File: config.mk
export PLATFORM = sky130hd
export DESIGN_NAME = music_sched
export DESIGN_NICKNAME = d
export VERILOG_FILES = /design/src/rtl/music_sched.sv
export SDC_FILE = /design/constraint.sdc
export NUM_CORES = 1
export LEC_CHECK = 0
export BUFFER_PORTS_ARGS = -buffer_cell sky130_fd_sc_hd__buf_2
export CORE_ASPECT_RATIO = 0.8
export CORE_UTILIZATION = 40
export CTS_BUF_LIST = sky130_fd_sc_hd__clkbuf_2
export DETAILED_ROUTE_END_ITERATION = 10
export PLACE_DENSITY_LB_ADDON = 0.12
export SLEW_MARGIN = 25
export SYNTH_ARGS = -nofsm -noshare
export SYNTH_HDL_FRONTEND = slang
export SYNTH_SLANG_ARGS = --single-unit
File: constraint.sdc
create_clock -name clk -period 3.3 [get_ports clk]
set_clock_uncertainty 0.1 [all_clocks]
set_input_delay 0.495 -clock clk [delete_from_list [all_inputs] [get_ports clk]]
set_output_delay 0.495 -clock clk [all_outputs]
set_load 0.03 [all_outputs]
File: src/rtl/music_sched.sv
// Melody sequencer: walks a song's notes through a synchronous melody ROM and
// hands each note code to a tone player, with play/pause, stop and song selection.
`timescale 1ns/1ps
module music_sched #(
  parameter int NUM_SONGS = 3,
  parameter int ADDR_W    = 8
) (
  input  logic              clk,
  input  logic              rst,
  input  logic              cmd_play,
  input  logic              cmd_stop,
  input  logic              cmd_next,
  input  logic              cmd_prev,
  input  logic              loop_en,
  output logic [1:0]        song_sel,
  input  logic [ADDR_W-1:0] song_len,
  output logic [ADDR_W-1:0] rom_addr,
  input  logic [5:0]        rom_data,
  output logic [5:0]        note_code,
  output logic              note_valid,
  input  logic              note_ready,
  input  logic              note_done,
  output logic              note_abort,
  output logic              song_done,
  output logic              playing,
  output logic [2:0]        dbg_state
);

  // Handshake: a note transfers on the cycle where note_valid & note_ready are
  // both high; note_code is held stable from ISSUE entry until that cycle.

  typedef enum logic [2:0] {
    IDLE      = 3'd0,
    FETCH     = 3'd1,
    LOAD      = 3'd2,
    ISSUE     = 3'd3,
    WAIT_DONE = 3'd4,
    PAUSED    = 3'd5
  } state_t;

  localparam logic [1:0] LAST_SONG = 2'(NUM_SONGS - 1);

  state_t              state, state_nx;
  logic [ADDR_W-1:0]   note_idx, note_idx_nx;
  logic [1:0]          song_sel_nx;
  logic [5:0]          note_code_nx;
  logic                pause_pend, pause_pend_nx;
  logic                abort_nx, done_nx;
  logic                sel_one, in_note, last_note, pause_eff;

  assign sel_one    = cmd_next ^ cmd_prev;
  assign in_note    = (state == ISSUE) || (state == WAIT_DONE);
  assign last_note  = (note_idx == song_len - ADDR_W'(1));
  assign playing    = (state == FETCH) || (state == LOAD) || in_note;
  assign note_valid = (state == ISSUE);
  assign rom_addr   = note_idx;
  assign dbg_state  = state;

  always_comb begin
    state_nx      = state;
    note_idx_nx   = note_idx;
    song_sel_nx   = song_sel;
    note_code_nx  = note_code;
    pause_pend_nx = pause_pend;
    abort_nx      = 1'b0;
    done_nx       = 1'b0;
    pause_eff     = pause_pend ^ cmd_play;

    if (state == LOAD) note_code_nx = rom_data;

    if (cmd_stop) begin
      if (state != IDLE) begin
        state_nx      = IDLE;
        note_idx_nx   = '0;
        pause_pend_nx = 1'b0;
        abort_nx      = in_note;
      end
    end else if (sel_one) begin
      if (cmd_next) song_sel_nx = (song_sel == LAST_SONG) ? 2'd0 : song_sel + 2'd1;
      else          song_sel_nx = (song_sel == 2'd0) ? LAST_SONG : song_sel - 2'd1;
      note_idx_nx   = '0;
      pause_pend_nx = 1'b0;
      // A running song restarts on the new selection; an idle/paused one just reselects.
      if (playing) begin
        abort_nx = in_note;
        state_nx = FETCH;
      end else begin
        state_nx = IDLE;
      end
    end else begin
      case (state)
        IDLE: begin
          if (cmd_play) begin
            if (song_len != '0) state_nx = FETCH;
            else                done_nx  = 1'b1;
          end
        end
        FETCH: begin
          state_nx = LOAD;
          if (cmd_play) pause_pend_nx = ~pause_pend;
        end
        LOAD: begin
          state_nx = ISSUE;
          if (cmd_play) pause_pend_nx = ~pause_pend;
        end
        ISSUE: begin
          if (note_ready) state_nx = WAIT_DONE;
          if (cmd_play) pause_pend_nx = ~pause_pend;
        end
        WAIT_DONE: begin
          pause_pend_nx = pause_eff;
          if (note_done) begin
            pause_pend_nx = 1'b0;
            if (!last_note) begin
              note_idx_nx = note_idx + ADDR_W'(1);
              state_nx    = pause_eff ? PAUSED : FETCH;
            end else if (loop_en) begin
              note_idx_nx = '0;
              state_nx    = pause_eff ? PAUSED : FETCH;
            end else begin
              note_idx_nx = '0;
              done_nx     = 1'b1;
              state_nx    = IDLE;
            end
          end
        end
        PAUSED: begin
          if (cmd_play) state_nx = FETCH;
        end
        default: state_nx = IDLE;
      endcase
    end
  end

  always_ff @(posedge clk or posedge rst) begin
    if (rst) begin
      state      <= IDLE;
      note_idx   <= '0;
      song_sel   <= 2'd0;
      note_code  <= 6'd0;
      pause_pend <= 1'b0;
      note_abort <= 1'b0;
      song_done  <= 1'b0;
    end else begin
      state      <= state_nx;
      note_idx   <= note_idx_nx;
      song_sel   <= song_sel_nx;
      note_code  <= note_code_nx;
      pause_pend <= pause_pend_nx;
      note_abort <= abort_nx;
      song_done  <= done_nx;
    end
  end

endmodule

# Word-level counts from Yosys, hierarchy flattened
# Cells that the tools add are included.
# totals
output_inout_bits,23
rom_bits,0
ff_bits,22
inputBits,23
elab_cells,84
n_memories,0
latchBits,0
ramBits,0
# op_classes
shift,0
addsub,4
mul,0
bitwise,4
magnitude_cmp,0
reduce_logical,15
muxes,40
div,0
eq_ne,14
# ops
cell,n
$mux W8,6
$mux W3,11
$pmux W3 S6,1
$mux W1,17
$ne A4 B4 Y1 const B,4
$reduce_bool A3 Y1,3
$add A8 B1 Y8 const B,1
$eq A8 B8 Y1,1
$reduce_bool A8 Y1,1
$sub A8 B1 Y8 const B,1
$eq A3 B2 Y1 const B,2
$eq A3 B3 Y1 const B,2
$mux W2,3
$reduce_and A3 Y1,2
$reduce_and A6 Y1,1
$ne A4 B1 Y1 const B,1
$ne A4 B2 Y1 const B,1
$pmux W1 S2,2
$reduce_bool A4 Y1,1
$eq A3 B1 Y1 const B,1
$logic_not A3 Y1,1
$logic_or A1 B1 Y1,3
$reduce_or A3 Y1,1
$add A2 B1 Y2 const B,1
7 further kinds,9

# Depth between registers and ports, before layout
# Gate-level depths: netlist of run 1.
# depth
word_depth,8
ltp_mapped,9
ltp_nobuf,9

# Worst setup path before layout of run 1
# Ideal clock, no wire load.
# synth_path
kind,input -> register
from,input song_len[0]
to,register note_idx[5] (netlist: rom_addr[5])
path_stages,9
arrival_ns,2.012
required_ns,3.054
n_path_buf,0
setup_ns,0.146
setup_slack_ns,1.043
path_cell_list,inv_1 > ha_1 > or4b_4 > nor2_2 > xnor2_1 > o211ai_2 > o21ai_4 > or2_4 > o311ai_4
# synth_via
elab_chain_cells,7
# synth_lines
item,line_no,source
start: declaration,16,"input logic [ADDR_W-1:0] song_len,"
$sub A8 B1 Y8,53,assign last_note = (note_idx == song_len - ADDR_W'(1));
$eq A8 B8 Y1,53,
$mux W8,114,if (!last_note) begin
$mux W8,112,if (note_done) begin
$mux W8,91,case (state)
$mux W8,78,end else if (sel_one) begin
$mux W8,71,if (cmd_stop) begin
end signal: assignment,146,note_idx <= note_idx_nx;
end: declaration,44,"logic [ADDR_W-1:0] note_idx, note_idx_nx;"
# Every way passes these cells. The select of a mux whose other input is x is not followed.
# A chain may end at the register's enable or synchronous reset.

# Final worst setup path of run 1
# layout_path
from,register state[0] (netlist: dbg_state[0])
to,register note_idx[4] (netlist: rom_addr[4])
# layout_via
elab_chain_cells,3
word_cells_on_any_way,5
classes_between,eq/ne: 2; reduce/logical: 3
# layout_lines
item,line_no,source
start: declaration,43,"state_t state, state_nx;"
start signal: assignment,145,state <= state_nx;
$eq A3 B3 Y1 or $reduce_bool A3 Y1 (tied branches),"91, 72",
$reduce_bool A3 Y1 (no source line) or $ne A2 B1 Y1 (tied branches),--,
$reduce_and A3 Y1 (no source line) *,--,
# Every way passes the cells marked *; elsewhere a longest branch is shown, timed or not.

==> metrics.txt, run 1 <==
critical path's slowest cell a22oi_1; Synth Flop Type dfrtp_1; Max Cap Violations 0; placed cell area between 1500 and 2000 sq um; fin. max-slew vios 0; Fillers 370; CTS tree built; die area between 4000 and 5000 sq um; endpoints failing setup 0; setup TNS 0 ns; final wirelength around 3.5 mm; syn nets approximately 220; largest net degree at the start of global routing 23; core area ~3800 sq um; post-route cell area between 1500 and 2000 sq um; total design power around 1100 uW; worst slew pin tran between 0.9 and 1 ns; Resize count post-CTS 0; Worst Path Arrival 2.51 ns; pre-CTS WS around 0.66 ns; Seq/Total Area, Yosys around a third; share of cells above drive strength 1 ~29%; Max rail drop VDD roughly 0.26 mV; Initial Utilization between 40% and 50%; Cell Area, Synth between 1500 and 2000 sq um; count of different cell masters after synthesis 48; # rows 20; Min-Delay Path Class input pin to asynchronous set/reset pin; Total GRT Usage ~18%; ys async rst share 100%; CP most frequent cell nand2_1; DP Wirelength between 2 and 3 mm; P_leak roughly 0.0009 uW; clk slew on worst S/H paths between 0.2 and 0.25 ns; clock buffer depth 2; Hold Buf Count CTS 0; Num CTS Buffers 3; endpoint type of the worst setup path flop; area of the multi-input gates just under 1000 sq um; PwrDens roughly 570 nW/um^2; synthesized area per cell roughly 8.6 sq um; CP Buf/Inv Count 1; Port Buffers 45; initial DRC count between 50 and 60; Final Hold Violating Endpoints 0; Tcrit/Tclk final between 70% and 80%; DR DRC count 0; number of enable flip-flop cells after synthesis 0; antenna violations before repair 0; final core utilization between 50% and 60%; crit-path max cell delay between 0.7 and 0.8 ns; slew margin rel. about 36%; vias per cell approximately 5.1; clock root cell clkbuf_2; post-CTS setup buffer count 0; vias in the first global route 1204; cell count after synthesis roughly 190; diode count 0; critical path launch point type flop; H-tree depth 1; Vias about 1400; RSZ-0062 raised after global routing no; Area Growth Syn to Fin 19.3%; Seq cells post-synth 22; GR Overflow Total 0; Initial DRT Pass Iterations 4; Max FO, Critical Path 13; status completed; post-route ant nets 0; crit path cell chain nor2_1, buf_4, nand2_1, nand2_1, a22oi_1, or3_1, a21oi_1, a21o_1; most common cell after layout, fill and taps aside buf_2; Final nets approximately 260; Final WS setup 0.966 ns; synth warn 0; critical path type flop to flop; CP required about 3.5 ns; clock sinks 22; fin crit period between 2 and 2.5 ns; routability cong. roughly 0.8; wire per inst 12.2 microns; Die X approximately 73 microns; first-pass GRT wire length 5.78 mm; max frequency 0.428 GHz; sequential cell area 551 sq um; most frequent cells in the layout 45 x buf_2, 22 x dfrtp_1, 20 x nand2_1; Clk Latency, worst-skew pair 0.34 ns; CP delay by family, top compound AO/OA/AOI/OAI gates; io pins between 40 and 50; die height between 50 and 60 microns
## power by group
part           switching, uW  leakage (uW)  internal [uW]
registers               58.8      0.000289            331
logic                    322      0.000575            191
clock network           90.3     0.0000266            104
## registers in the layout, summed over array words and instances (netlist names)
name / flops
dbg_state: 3
pause_pend: 1
note_abort: 1
song_done: 1
note_code: 6
rom_addr: 8
song_sel: 2
## logic make-up (layout without fill, tap and decap cells)
group	after synthesis	after routing	synth area share (%)
AND/OR/NAND/NOR	70	70	21.7
buffers and inverters	20	61	4.81
AO/OA/AOI/OAI	50	50	22.9
XOR/XNOR	13	13	7.07
multiplexers	8	8	5.43
adder cells (fa/ha/maj)	5	5	3.88
flip-flops	22	22	34.2
## final cells by class
| type | count | share of cell area, % |
|---|---|---|
| sequential | 22 | 28.6 |
| inverter | 11 | 2.15 |
| clock inverter | 1 | 1.56 |
| multi-input combinational | 146 | 51.2 |
| tap | 55 | 3.58 |
| timing repair buffer | 46 | 12.1 |
| clock buffer | 3 | 0.781 |
## through the flow
step / hold WS (ns) / instances
6_report: 0.166 / 284
5_1_grt: 0.233 / 284
4_1_cts: 0.205 / 284
3_5_place_dp: 0.390 / 280
3_3_place_gp: 0.386 / 280
2_1_floorplan: 0.378 / 188
## cells in the mapped netlist (all sizes together) (3+ instances only)
| cell | number | area share, % |
|---|---|---|
| a21oi | 11 | 3.4 |
| nor2 | 19 | 4.6 |
| nand3 | 4 | 1.2 |
| xor2 | 4 | 2.2 |
| a211oi | 4 | 1.9 |
| xnor2 | 9 | 4.9 |
| clkbuf | 8 | 1.9 |
| nor3 | 8 | 2.8 |
| o22ai | 4 | 1.9 |
| mux2 | 6 | 4.2 |
| nand2 | 20 | 4.7 |
| or2 | 3 | 1.3 |
| dfrtp | 22 | 34 |
| o21ai | 16 | 5.7 |
| ha | 5 | 3.9 |
| inv | 11 | 2.6 |
| nand2b | 3 | 1.2 |
## final timing paths
check / end / cells past startpoint / from / slack, ns
setup / recovery: rom_addr[4]$_DFFE_PP0P_ / 8 / dbg_state[0]$_DFFE_PP0P_ / 0.97
hold / removal: note_code[1]$_DFFE_PP0N_ / 2 / rst / 0.17
setup reg to reg: rom_addr[4]$_DFFE_PP0P_ / 8 / dbg_state[0]$_DFFE_PP0P_ / 0.97
hold reg to reg: note_code[4]$_DFFE_PP0N_ / 1 / note_code[4]$_DFFE_PP0N_ / 0.43
max in group asynchronous: song_done$_DFF_PP0_ / 2 / rst / 2.42
min in group clk: song_sel[0]$_DFFE_PP0P_ / 2 / cmd_prev / 0.26
## worst reg2reg max path, cell delays in order, from the launching register on
cell     delay [ns]
dfrtp_1        0.58
nor2_1         0.10
buf_4          0.18
nand2_1        0.07
nand2_1        0.05
a22oi_1        0.76
or3_1          0.21
a21oi_1        0.06
a21o_1         0.16
## routing by layer
layer	up-vias	track usage, %	part of all wire, %
li1	742	-	-
met1	641	27.7	56
met5	-	0	0
met3	4	3.42	6.2
met2	59	24.2	37
met4	0	4.20	0.78
(Power assumes the default switching activity.)
==> inputs of run 2 (changes only) <==
--- a/config.mk
+++ b/config.mk
@@ -5,6 +5,7 @@
 export SDC_FILE = /design/constraint.sdc
 export NUM_CORES = 1
 export LEC_CHECK = 0
+export ABC_AREA = 1
 export BUFFER_PORTS_ARGS = -buffer_cell sky130_fd_sc_hd__buf_2
 export CORE_ASPECT_RATIO = 0.8
 export CORE_UTILIZATION = 40
==> constraint.sdc (replaced) <==
create_clock -name clk -period 1.9 [get_ports clk]
set_clock_uncertainty 0.1 [all_clocks]
set_input_delay 0.285 -clock clk [delete_from_list [all_inputs] [get_ports clk]]
set_output_delay 0.285 -clock clk [all_outputs]
set_load 0.03 [all_outputs]
==> run 2 against run 1 <==
Effect of this change: synthesized area fell by 3.7%; fmax rose by 27%; cell area rose by 5.0%; die area fell by 3.6%; register-to-register slack got worse by 0.91 ns; global-route usage rose by 3.4 points; core utilization rose by 6.4 points; clock power rose by 72%; sequential power rose by 77%; largest cell class unchanged; largest power group unchanged.
==> metrics.txt, run 2 <==
crit-path max cell delay 0.48 ns (-0.28 ns); most frequent cells in the layout 74 x nand2_1, 44 x buf_2, 31 x inv_1; ys async rst share 100% (unchanged); placed cell area 1870 sq um (-0.27%); clock root cell clkbuf_2; io pins 46 (unchanged); die area 4130 sq um (-3.6%); diode count 0 (unchanged); P_leak 0.00111 uW (+24%); CP Buf/Inv Count 1 (unchanged); synthesized area per cell 6.83 sq um (-20%); final wirelength 4.06 mm (+17%); worst slew pin tran 0.467 ns (-0.495 ns); clock buffer depth 2 (unchanged); H-tree depth 1 (unchanged); Final WS setup 0.0581 ns (-0.908 ns); Min-Delay Path Class input pin to flop; Max rail drop VDD 0.933 mV (+250%); Final Hold Violating Endpoints 0 (unchanged); post-route cell area 2020 sq um (+5.0%); Max Cap Violations 0 (unchanged); CP most frequent cell nand2_1; fin crit period 1.84 ns (-0.492 ns); cell count after synthesis 227 (+21%); routability cong. 0.881 (+10%); Area Growth Syn to Fin 30.1%; max FFs per register 8 (unchanged); most common cell after layout, fill and taps aside nand2_1; R2R Setup Slk 0.06 ns (-0.91 ns); crit path cell chain buf_4, nor3_2, nand4_1, nand2_1, nand2_1, nand2_1, a21oi_1, a21oi_1; cell with the most instances after synthesis nand2_1; Total GRT Usage 20.9% (+3.4 points); Synth top cells by count 75 x nand2_1, 33 x inv_1, 22 x dfrtp_1; PwrDens 1090 nW/um^2 (+90%); synth warn 0 (unchanged); pre-CTS WS 0.0131 ns (-0.650 ns); largest net degree at the start of global routing 23 (unchanged); vias in the first global route 1485 (+23%); CP delay by family, top simple AND/OR/NAND/NOR gates; Seq/Total Area, Yosys 35.5% (+1.3 points); Max FO, Critical Path 7 (-6); critical path's slowest cell dfrtp_2; critical path type flop to flop; number of enable flip-flop cells after synthesis 0 (unchanged); Synth top area share 35.5% (+1.3 points); CP required 2.08 ns (-1.40 ns); critical path launch point type flop; first-pass GRT wire length 6.76 mm (+17%); DR DRC count 0 (unchanged); Final nets 318 (+23%); endpoints failing setup 0 (unchanged); Clk Latency, worst-skew pair 0.34 ns (about the same); # rows 19 (-5.0%); post-route ant nets 0 (unchanged); max frequency 0.543 GHz (+27%); Worst Path Arrival 2.03 ns (-0.48 ns); DP Wirelength 2.96 mm (+9.8%); share of cells above drive strength 1 27.7% (-1.6 points); CTS tree built; synth top area cells dfrtp_1 35%, nand2_1 18%, inv_1 8.0%, nor2_1 4.8%, a21oi_1 4.5%; endpoint type of the worst setup path flop; Die X 71.6 microns (-1.8%); RSZ-0062 raised after global routing yes; initial DRC count 78 (+42%); slew margin rel. 68.6% (+33 points); core area 3570 sq um (-6.9%); Tcrit/Tclk final 96.9% (+26 points); clock sinks 22 (unchanged); count of different cell masters after synthesis 27 (-44%); syn nets 255 (+18%); status completed; fin. max-slew vios 0 (unchanged); clk slew on worst S/H paths 0.22 ns (about the same); Cell Area, Synth 1550 sq um (-3.7%); antenna violations before repair 0 (unchanged); Seq cells post-synth 22 (unchanged); Vias 1663 (+15%); vias per cell 5.02 (-1.3%); HP Start rom_data[3]; Initial Utilization 43.5% (+1.4 points); die height 57.7 microns (-1.8%); Port Buffers 45 (unchanged); Critical R2R Launch dbg_state[1]$_DFFE_PP0P_; Num CTS Buffers 3 (unchanged); leading area contributor after synthesis dfrtp_1; wire per inst 12.3 microns (about the same); Synth Flop Type dfrtp_1; start point of the critical path dbg_state[1]$_DFFE_PP0P_; setup TNS 0 ns (unchanged); Initial DRT Pass Iterations 4 (unchanged); GR Overflow Total 0 (unchanged)
==> run 2: what timing repair did <==
action                                  CTS  global route
hold buffers                              1             0
endpoints found under the setup margin    1            12
pin swaps                                 0             3
setup buffers                             4             2
resized for setup                         4            12
gates cloned                              0             1
hold endpoints to repair                 22             0
==> run 2: final cells by class <==
type	count	area [sq um]
tap	42	52.6
inverter	34	128
fill	365	1550
clock buffer	3	15.0
multi-input combinational	170	895
sequential	22	556
timing repair buffer	59	343
clock inverter	1	30.0
==> run 2: report_power, final <==
part           switching [uW]  total, uW  internal (uW)
combinational             770       1170            398
clock                     155        336            181
sequential               96.0        691            595
==> run 2: worst paths after layout <==
check                      depth (start not counted)                       end
hold / removal                                     3  note_code[3]$_DFFE_PP0N_
hold reg to reg                                    2  note_code[3]$_DFFE_PP0N_
max in group asynchronous                          4  dbg_state[0]$_DFFE_PP0P_
setup reg to reg                                   8  dbg_state[0]$_DFFE_PP0P_
setup / recovery                                   8  dbg_state[0]$_DFFE_PP0P_
min in group asynchronous                          4  note_code[2]$_DFFE_PP0N_
==> run 2: cells by family (layout without fill, tap and decap cells) <==
logic type               count (synthesis)  after routing  synth area share, %
buffers and inverters                   36             97                 8.87
adder cells (fa/ha/maj)                  5              5                 4.03
AO/OA/AOI/OAI                           30             30                 11.1
flip-flops                              22             22                 35.5
AND/OR/NAND/NOR                        123            124                 34.3
XOR/XNOR                                11             11                 6.21
==> run 2: metrics by stage <==
step	instances	power [uW]	hold WS, ns	utilization (%)
after floorplan	227	1410	0.174	-
after global placement	319	1720	0.236	52.5
after detailed placement	319	1720	0.240	52.5
after CTS	328	2120	0.0113	55.2
after global routing	331	2370	0.00664	56.6
final	331	2200	0.0177	56.6
==> run 2: worst register-to-register path: cells and delay by family, from the launching register on <==
family                 cells  cell delay (ns)
AO/OA/AOI/OAI              2             0.23
AND/OR/NAND/NOR            5             0.81
buffers and inverters      1             0.17
flip-flops                 1             0.48
==> run 2: metal layers <==
| layer | up-vias | part of all wire (%) | GRT usage (%) |
|---|---|---|---|
| met5 | - | 0 | 0 |
| met1 | 755 | 50 | 30.1 |
| met4 | 0 | 0.42 | 3.36 |
| met3 | 2 | 6.5 | 4.70 |
| met2 | 52 | 43 | 33.0 |
| li1 | 854 | - | - |
==> inputs of run 3 (changes only) <==
--- a/config.mk
+++ b/config.mk
@@ -11,6 +11,7 @@
 export CORE_UTILIZATION = 40
 export CTS_BUF_LIST = sky130_fd_sc_hd__clkbuf_2
 export DETAILED_ROUTE_END_ITERATION = 10
+export MAX_ROUTING_LAYER = met4
 export PLACE_DENSITY_LB_ADDON = 0.12
 export SLEW_MARGIN = 25
 export SYNTH_ARGS = -nofsm -noshare
==> constraint.sdc (replaced) <==
create_clock -name clk -period 1.66 [get_ports clk]
set_clock_uncertainty 0.1 [all_clocks]
set_input_delay 0.249 -clock clk [delete_from_list [all_inputs] [get_ports clk]]
set_output_delay 0.249 -clock clk [all_outputs]
set_load 0.03 [all_outputs]
==> run 3 against run 2 <==
Effect of this change: the run now ends with negative setup slack left; critical path depth did not move; power up 26%; global-route usage rose by 2.6 points; non-clock buffer count is 21 higher; via count is 4.0% higher; first-iteration DRC count grew 44%; cell area increased by 13%; final cell count rose by 6.3%; largest power group unchanged.
==> metrics.txt, run 3 (synthesized netlist as in run 2, its figures left out) <==
clk slew on worst S/H paths 0.24 ns (+0.02 ns); max FFs per register 8 (unchanged); critical path type flop to flop; core area 3570 sq um (unchanged); largest net degree at the start of global routing 23 (unchanged); fin. max-slew vios 0 (unchanged); PwrDens 1220 nW/um^2 (+12%); wire per inst 12.3 microns (+0.25%); clock sinks 22 (unchanged); fin cells 352 (+6.3%); io pins 46 (unchanged); RSZ-0062 raised after global routing yes; Tcrit/Tclk final 108% (+11 points); DP Wirelength 3.12 mm (+5.6%); Max FO, Critical Path 4 (-3); CTS tree built; diode count 0 (unchanged); fin crit period 1.79 ns (-0.0539 ns); Final nets 339 (+6.6%); Inst Count DP 332 (+4.1%); crit path cell chain buf_4, nor3_1, nand4_1, nand2_1, nand2_1, nand2_2, a21oi_1, a21oi_1; Port Buffers 45 (unchanged); final core utilization 63.7% (+7.1 points); P_leak 0.00122 uW (+10%); max frequency 0.559 GHz (+3.0%); routability cong. 0.902 (+2.3%); die area 4130 sq um (unchanged); endpoints failing setup 13 (+13); die height 57.7 microns (unchanged); Clk Latency, worst-skew pair 0.35 ns (about the same); worst slew pin tran 0.412 ns (-0.0552 ns); post-route ant nets 0 (unchanged); setup TNS -0.966 ns (-0.966 ns); Vias 1729 (+4.0%); Initial Utilization 43.5% (unchanged); area of the multi-input gates 950 sq um (+6.2%); endpoint type of the worst setup path flop; initial DRC count 112 (+44%); Max Cap Violations 0 (unchanged); Area Growth Syn to Fin 46.5%; crit-path max cell delay 0.48 ns (about the same); critical path launch point type flop; total design power 2770 uW (+26%); # rows 19 (unchanged); share of cells above drive strength 1 35.5% (+7.8 points); CP required 1.85 ns (-0.23 ns); failing checks negative setup slack; clock buffer depth 2 (unchanged); Die X 71.6 microns (unchanged); first-pass GRT wire length 7.36 mm (+8.9%); Final WS setup -0.128 ns (-0.186 ns); clock root cell clkbuf_2; Worst Path Arrival 1.98 ns (-0.05 ns); Min-Delay Path Class input pin to flop; antenna violations before repair 0 (unchanged); most common cell after layout, fill and taps aside nand2_1; Fillers 316 (-13%); DR DRC count 0 (unchanged); GR Overflow Total 0 (unchanged); critical path's slowest cell dfrtp_2; Initial DRT Pass Iterations 4 (unchanged); Total GRT Usage 23.6% (+2.6 points); status finished with violations; most frequent cells in the layout 71 x nand2_1, 41 x buf_2, 27 x inv_1; slew margin rel. 72.3% (+3.7 points); sequential cell area 556 sq um (unchanged); Final Hold Violating Endpoints 0 (unchanged); vias in the first global route 1572 (+5.9%); Num CTS Buffers 3 (unchanged); vias per cell 4.91 (-2.2%); Max rail drop VDD 1.19 mV (+27%); H-tree depth 1 (unchanged); final wirelength 4.32 mm (+6.6%); hold_ws 0.0554 ns (+0.0376 ns)
run 3: cell types whose count changed in the layout (fill, tap and decap cells not counted), moves of 2 or more:
cell / change
buf_4: +13
dlygate4sd3_1: +6
buf_6: +5
inv_1: -4
inv_2: +4
buf_2: -3
nand2_1: -3
nand2_2: +3
nor2_1: -3
nand3_1: -2
nor2_2: +2
o21ai_0: -2
o21ai_1: +2
run 3: worst paths after layout:
| kind | from | end | slack (ns) | depth (start not counted) |
|---|---|---|---|---|
| min reg2reg | note_code[2]$_DFFE_PP0N_ | note_code[2]$_DFFE_PP0N_ | 0.40 | 2 |
| max reg2reg | dbg_state[1]$_DFFE_PP0P_ | dbg_state[0]$_DFFE_PP0P_ | -0.13 | 8 |
| max | dbg_state[1]$_DFFE_PP0P_ | dbg_state[0]$_DFFE_PP0P_ | -0.13 | 8 |
| min in group asynchronous | rst | note_code[5]$_DFFE_PP0N_ | 0.33 | 4 |
| max in group asynchronous | rst | dbg_state[1]$_DFFE_PP0P_ | 0.87 | 4 |
| min | cmd_play | song_done$_DFF_PP0_ | 0.06 | 3 |
run 3: area by class of cell:
| type | count | area share, % |
|---|---|---|
| Multi-Input combinational cell | 170 | 41.8 |
| Sequential cell | 22 | 24.4 |
| Timing Repair Buffer | 80 | 23.8 |
| Inverter | 34 | 5.62 |
| Tap cell | 42 | 2.31 |
| Clock inverter | 1 | 1.32 |
| Clock buffer | 3 | 0.661 |
run 3: power by group:
part           internal (uW)  switching [uW]  total (uW)
sequential               681             110         791
combinational            627             967        1590
clock                    208             183         390
total                   1520            1260        2770
run 3: critical path: cells and delay by family (launching register included):
family,cells,cell delay (ns)
AND/OR/NAND/NOR,5,0.79
buffers and inverters,1,0.15
flip-flops,1,0.48
AO/OA/AOI/OAI,2,0.23
run 3: metrics by stage:
stage,setup slack [ns],cell area (sq um)
6_report,-0.128,2270
4_1_cts,-0.124,2210
5_1_grt,-0.212,2270
3_3_place_gp,-0.113,1970
3_5_place_dp,-0.148,1970
2_1_floorplan,0.0114,1550
run 3: metal layers:
| layer | part of all wire, % | global-route usage (%) |
|---|---|---|
| met5 | 0 | - |
| met1 | 50 | 34.2 |
| met2 | 44 | 35.3 |
| met4 | 0.44 | 3.36 |
| met3 | 5.3 | 4.17 |
run 3: repair_timing:
| item | in CTS | in global routing |
|---|---|---|
| hold buffers | 7 | 0 |
| buffers inserted | 8 | 0 |
| gates resized for setup | 18 | 25 |
| endpoints found under the hold margin | 28 | 0 |
| endpoints found under the setup margin | 10 | 21 |
| pin swaps | 6 | 3 |
| cloned | 1 | 0 |
